===== src/rtl/proc_trace_pkg.sv =====
// proc_trace_pkg: shared trace entry layout and drop counter limit for the trace buffer.
package proc_trace_pkg;
  localparam int STAMP_MAX_W = 64;
  localparam logic [7:0] DROP_CNT_MAX = 8'd255;
  // Stamp field is sized for the widest supported counter; unused upper bits are constant zero.
  typedef struct packed {
    logic [31:0] addr;
    logic [31:0] data;
    logic [STAMP_MAX_W-1:0] stamp;
  } trace_ent_t;
endpackage


===== src/rtl/proc_trace_fifo_mem.sv =====
// proc_trace_fifo_mem: DEPTH-entry register file, one write port, one combinational read port.
module proc_trace_fifo_mem #(
  parameter int DEPTH = 8,
  parameter int W = 32
) (
  input  logic                     clk,
  input  logic                     we,
  input  logic [$clog2(DEPTH)-1:0] waddr,
  input  logic [$clog2(DEPTH)-1:0] raddr,
  input  logic [W-1:0]             wdata,
  output logic [W-1:0]             rdata
);
  logic [W-1:0] mem [DEPTH];
  always_ff @(posedge clk)
    if (we) mem[waddr] <= wdata;
  assign rdata = mem[raddr];
endmodule


===== src/rtl/proc_trace_buffer.sv =====
// proc_trace_buffer: non-stalling processor trace FIFO with cycle stamps and drop accounting.
module proc_trace_buffer
  import proc_trace_pkg::*;
#(
  parameter int DEPTH = 8,
  parameter int STAMP_W = 16
) (
  input  logic                     clk,
  input  logic                     rst,
  input  logic                     trace_val,
  input  logic [31:0]              trace_addr,
  input  logic [31:0]              trace_data,
  output logic                     deq_val,
  input  logic                     deq_rdy,
  output logic [31:0]              deq_addr,
  output logic [31:0]              deq_data,
  output logic [STAMP_W-1:0]       deq_stamp,
  output logic [$clog2(DEPTH):0]   count,
  output logic                     overflow,
  output logic [7:0]               drop_cnt,
  input  logic                     clr
);
  localparam int AW = $clog2(DEPTH);
  localparam int CW = AW + 1;
  logic [AW-1:0] wr_ptr, rd_ptr;
  logic [STAMP_W-1:0] cyc;
  logic full, deq_fire, enq, drop;
  trace_ent_t wr_ent, rd_ent;
  assign full     = count == CW'(DEPTH);
  assign deq_val  = count != '0;
  assign deq_fire = deq_val && deq_rdy;
  // A pop in the same cycle frees a slot, so a full buffer can still accept.
  assign enq      = trace_val && (!full || deq_fire);
  assign drop     = trace_val && full && !deq_fire;
  assign wr_ent   = '{addr: trace_addr, data: trace_data, stamp: STAMP_MAX_W'(cyc)};
  proc_trace_fifo_mem #(.DEPTH(DEPTH), .W($bits(trace_ent_t))) u_mem (
    .clk(clk),
    .we(enq && rst),
    .waddr(wr_ptr),
    .raddr(rd_ptr),
    .wdata(wr_ent),
    .rdata(rd_ent)
  );
  assign deq_addr  = deq_val ? rd_ent.addr : '0;
  assign deq_data  = deq_val ? rd_ent.data : '0;
  assign deq_stamp = deq_val ? STAMP_W'(rd_ent.stamp) : '0;
  always_ff @(posedge clk or negedge rst)
    if (!rst) begin
      cyc      <= '0;
      wr_ptr   <= '0;
      rd_ptr   <= '0;
      count    <= '0;
      overflow <= 1'b0;
      drop_cnt <= '0;
    end else begin
      cyc      <= cyc + 1'b1;
      wr_ptr   <= enq ? wr_ptr + 1'b1 : wr_ptr;
      rd_ptr   <= deq_fire ? rd_ptr + 1'b1 : rd_ptr;
      count    <= count + CW'(enq) - CW'(deq_fire);
      overflow <= !clr && (overflow || drop);
      drop_cnt <= clr ? '0 : (drop && drop_cnt != DROP_CNT_MAX) ? drop_cnt + 8'd1 : drop_cnt;
    end
endmodule


===== config.mk =====
export PLATFORM = sky130hd
export DESIGN_NAME = proc_trace_buffer
export DESIGN_NICKNAME = d
export VERILOG_FILES = /design/src/rtl/proc_trace_pkg.sv /design/src/rtl/proc_trace_fifo_mem.sv /design/src/rtl/proc_trace_buffer.sv
export SDC_FILE = /design/constraint.sdc
export NUM_CORES = 1
export LEC_CHECK = 0
export CORE_ASPECT_RATIO = 1.25
export CORE_MARGIN = 4
export CORE_UTILIZATION = 50
export CTS_CLUSTER_SIZE = 24
export DETAILED_ROUTE_END_ITERATION = 10
export PLACE_DENSITY_LB_ADDON = 0.25
export SETUP_SLACK_MARGIN = 0.02
export SYNTH_ARGS = -nofsm -noshare
export SYNTH_HDL_FRONTEND = slang
export SYNTH_SLANG_ARGS = --single-unit

===== constraint.sdc =====
create_clock -name clk -period 9.3 [get_ports clk]
set_input_delay 1.86 -clock clk [delete_from_list [all_inputs] [get_ports clk]]
set_output_delay 1.86 -clock clk [all_outputs]
set_load 0.005 [all_outputs]

Word level (Yosys, flattened, before mapping)
Memories as Yosys holds them, arrays and structs flattened.
Cells that the tools add are included.
- flip-flop bits (word level): 35
- latch bits: 0
- RAM bits: 640
- ROM bits: 0
- logic and storage cells: 36
- memories: 1
- add/subtract/negate cells: 6
- $mul: 0
- divide/modulo/power cells: 0
- $lt $le $gt $ge: 0
- equal/unequal tests: 2
- shifts and indexed selects: 0
- muxes and demuxes: 7
- bitwise operators: 0
- reductions and logical operators: 14
- memory list (name ; words ; bits a word ; rd ports ; clocked after Yosys merged registers in ; write ports ; RTL line ; RTL):
    u_mem.mem ; 8 ; 80 ; 1 ; 0 ; 1 ; proc_trace_fifo_mem.sv:13 ; logic [W-1:0] mem [DEPTH];
- operator list (cell ; number):
    32-bit two-way mux ; 2
    16-bit by 1-bit adder with 16-bit output (second input constant) ; 1
    16-bit two-way mux ; 1
    8-bit two-way mux ; 2
    8-bit by 1-bit adder with 8-bit output (second input constant) ; 1
    8-bit != test (second input constant) ; 1
    1-bit logical AND ; 7
    3-bit by 1-bit adder with 3-bit output (second input constant) ; 2
    4-bit by 1-bit adder with 4-bit output ; 1
    4-bit == test (second input constant) ; 1
    4-bit nonzero test ; 1
    4-bit by 1-bit subtractor with 4-bit output ; 1
    1-bit zero test ; 3
    1-bit logical OR ; 2
    1-bit two-way mux ; 2
    2-bit nonzero test ; 1

Depth between registers and ports, before layout
- depth after elaboration: 7
- mapped depth: 12

Cells and area by module
From an unflattened synthesis, not the netlist that was laid out.
- cells, all modules: 1734
- area total of the unflattened synthesis: 41229.5 sq um
- by module, submodules not included (module ; instances ; cells an instance ; area an instance (sq um) ; sequential area each (sq um)):
    proc_trace_fifo_mem ; 1 ; 1492 ; 38992.4 ; 30749.5
    proc_trace_buffer ; 1 ; 242 ; 2237.1 ; 875.8

Least setup slack after synthesis
No wires, ideal clock.
- path kind: input to register
- start: in deq_rdy
- end: mem u_mem.mem[0][0] (netlist bit), enable pin
- data arrival time: 10.002 ns
- required time: 8.585 ns
- path slack: -1.417 ns
- stages: 4
- cell sequence: nand2b_1 -> a31oi_1 -> inv_2 -> nor4_1
- cells in the longest elaborated chain, start to end: 6
- ends and longest elaborated chain (what ; RTL line ; RTL):
    start: declaration ; proc_trace_buffer.sv:14 ; input logic deq_rdy,
    1-bit logical AND ; proc_trace_buffer.sv:31 ; assign deq_fire = deq_val && deq_rdy;
    1-bit logical OR ; proc_trace_buffer.sv:33 ; assign enq = trace_val && (!full || deq_fire);
    1-bit logical AND ; proc_trace_buffer.sv:33 ;
    1-bit logical AND ; proc_trace_buffer.sv:38 ; .we(enq && rst),
    1-bit two-way mux ; proc_trace_fifo_mem.sv:15 ; if (we) mem[waddr] <= wdata;
    1-bit two-way mux (implied by the code) ; proc_trace_fifo_mem.sv:15 ;
    end: declaration ; proc_trace_fifo_mem.sv:13 ;
No other way between the ends.

Worst setup path in the final report
- start: reg rd_ptr[0]
- end: out deq_stamp[5]
- cells in the longest elaborated chain, start to end: 2
- ends and longest elaborated chain (what ; RTL line ; RTL):
    start: declaration ; proc_trace_buffer.sv:25 ; logic [AW-1:0] wr_ptr, rd_ptr;
    start signal: assignment ; proc_trace_buffer.sv:58 ; rd_ptr <= deq_fire ? rd_ptr + 1'b1 : rd_ptr;
    memory 8 x 80 bit ; - ;
    16-bit two-way mux ; proc_trace_buffer.sv:46 ; assign deq_stamp = deq_val ? STAMP_W'(rd_ent.stamp) : '0;
    end: declaration ; proc_trace_buffer.sv:17 ; output logic [STAMP_W-1:0] deq_stamp,
No other way between the ends.

==> metrics.md <==
| Metric | Value |
|---|---|
| Die area | 55,900 um2 |
| Slew Viols, Final | 0 |
| Post-synth EDFFs | 640 |
| DIE HEIGHT | 263 um |
| Share of cells above drive strength 1 | 20.8% |
| Row count | 93 |
| Final min period | 5590 ps |
| H-tree Lvls | 3 |
| Count leader, synth | edfxtp_1 |
| Syn-to-layout area delta | 17.3% |
| Largest net degree at the start of global routing | 69 |
| Clk_skew | 10.9 ps |
| YS warnings | 0 |
| Asr flop ratio synth | 5.19% |
| Worst path required time | 7440 ps |
| Achievable frequency | 0.179 GHz |
| Status | complete, no violations |
| Netlist Area Pre-Place | 26,100 um2 |
| Critical path peak fanout | 53 |
| Final setup TNS | 0 ps |
| Final hold vios | 0 |
| CTS sink cnt | 675 |
| Post-CTS Hold Buffers | 0 |
| Synth top area share | 73.8% |
| PwrDens | 292 nW/um2 |
| Worst-path clk slew | 60 ps |
| First drt pass iteration count | 5 |
| Hold Path Class | reg2reg |
| RSZ-0062 raised after global routing | false |
| Cell count after placement | 1,980 |
| Die Wd | 212 um |
| Worst setup EP type | primary output |
| Top cells by area, synth | edfxtp_1 (74%), mux4_2 (14%), dfrtp_1 (3.4%) |
| Vias in the first global route | 13,062 |
| #FFs+latches synth | 675 |
| Clock Path Buffers | 3 |
| I/O Buffers | 162 |
| Primary FF master, synth | edfxtp_1 |
| Synthesized area per cell | 22.1 um2 |
| Total vias in the final route | 12,004 |
| Worst Path Arrival | 3730 ps |
| Crit Path Class | reg2out |
| Cells after synthesis | 1,180 |
| Reg-to-reg slack, setup | 5940 ps |
| Storage cell area | 20,100 um2 |
| Setup violations, final | 0 |
| Relative max-transition margin | 28.2% |
| DRT iter0 DRCs | 871 |
| Post-synthesis sequential area ratio | 77.1% |
| Postcts setup bufs | 0 |
| Drc violations | 0 |
| Hpwl dp | 27,700 um |
| Cell Count, Final, Fillers Out | 2,099 |
| Multi-input gate area | 5550 um2 |
| CP Launch Type | flop |
| Clock Latency Late Sink | 590 ps |
| Routed len/inst | 24.7 um |
| Post-synth top area cell | edfxtp_1 |
| Initial Util | 50.5% |
| Total grt overflow | 0 |
| Filler cell count | 3,670 |
| Drt total wl | 51,800 um |
| IO Pins | 163 |
| First-pass GRT wire length | 80,200 um |
| Root buffer cell | clkbuf_16 |
| Gr usage total | 19.1% |
| Drt via density | 5.72 |
| Leak | 10.2 nW |
| Nets | 1,463 |
| Post-cts sizing count | 0 |
| Routability cong. | 0.714 |
| Worst-margin pin slew | 1080 ps |
| Worst VDD drop | 0.218 mV |
| Period utilization | 60.1% |
| CTS tree | built |
| Initial antenna violation count | 4 |
| Post-synth net total | 1,260 |
| Routed Antenna Nets | 0 |
| CTS Buf Count | 66 |
| Post-synth top cells | edfxtp_1 (640), mux4_2 (160), nor2_1 (86) |
| Count of different cell masters after synthesis | 40 |
| Max_cap viols | 0 |
| CORE AREA | 51,500 um2 |
==> sequential cells by signal, summed over array words and instances, names as in the netlist <==
register and cells:
count 4, cyc 16, rd_ptr 3, overflow 1, u_mem.mem 640, drop_cnt 8, wr_ptr 3
==> logic make-up (layout without fill, tap and decap cells) <==
group,count (synthesis),after routing,share of synthesized area (%)
AO/OA/AOI/OAI,20,20,0.466
XOR/XNOR,20,20,0.672
adder cells (fa/ha/maj),11,11,0.557
buffers and inverters,73,323,1.79
flip-flops,675,675,77.1
multiplexers,242,242,17.0
other,0,4,0
AND/OR/NAND/NOR,139,139,2.41
==> cell type report <==
class | count | area share (%)
multi-input cells | 432 | 18.1
inverters | 16 | 0.196
repair buffers | 192 | 6.03
clock buffers | 93 | 6.26
clock inverters | 22 | 0.839
diodes | 4 | 0.0327
well taps | 665 | 2.72
flip-flops and latches | 675 | 65.8
==> routing by layer <==
layer / share of wire [%] / global-route usage (%) / up-vias
li1: - / - / 5255
met4: 1.6 / 5.66 / 0
met3: 4.8 / 3.35 / 53
met2: 53 / 32.0 / 269
met5: 0 / 0 / -
met1: 41 / 25.9 / 6427
==> worst max-delay path, cell delays in order, from the launching register on <==
cell and delay (ps):
dfrtp_4 800, buf_4 920, mux4_2 620, mux2i_1 170, nor2_1 90, clkdlybuf4s50_1 510
==> layout by cell type, fill, tap and decap left out, types with 9 or more instances in the layout <==
| master | Yosys | layout |
|---|---|---|
| a21oi_1 | 10 | 10 |
| buf_4 | 0 | 30 |
| clkbuf_1 | 22 | 19 |
| clkbuf_16 | 0 | 73 |
| clkdlybuf4s50_1 | 0 | 161 |
| dfrtp_1 | 35 | 32 |
| edfxtp_1 | 640 | 640 |
| ha_1 | 10 | 10 |
| inv_1 | 14 | 14 |
| mux2i_1 | 80 | 80 |
| mux4_2 | 160 | 160 |
| nand2_1 | 11 | 11 |
| nand3_1 | 12 | 12 |
| nor2_1 | 86 | 84 |
| xnor2_1 | 11 | 11 |
| xor2_1 | 9 | 9 |
==> per-stage QoR <==
| stage | area, um2 | power, mW | utilization [%] | worst slack [ps] | hold WS, ps |
|---|---|---|---|---|---|
| 2_1_floorplan | 26100 | 5.38 | - | -1420 | 509 |
| 3_3_place_gp | 28400 | 6.38 | 55.1 | 4180 | 505 |
| 3_5_place_dp | 28400 | 6.41 | 55.1 | 4170 | 513 |
| 4_1_cts | 30600 | 9.08 | 59.3 | 3520 | 528 |
| 5_1_grt | 30600 | 9.38 | 59.3 | 3330 | 564 |
| 6_report | 30600 | 8.93 | 59.3 | 3710 | 523 |
==> final timing paths <==
kind,from,to,cells after the start
worst max-delay path,rd_ptr[0],deq_stamp[5],5
worst min-delay path,overflow,overflow,2
worst max register to register,count[2],u_mem.mem[1][50],8
worst min register to register,overflow,overflow,2
max in group asynchronous,rst,rd_ptr[1],1
min in group asynchronous,rst,count[1],1
==> where the power goes <==
group | leakage [nW] | total (mW) | internal (mW) | switching, mW
Combinational | 2.79 | 2.54 | 1.40 | 1.14
Clock | 1.05 | 2.66 | 1.60 | 1.06
Sequential | 6.39 | 3.73 | 3.55 | 0.178
Total | 10.2 | 8.93 | 6.55 | 2.38
(Power assumes the default switching activity.)
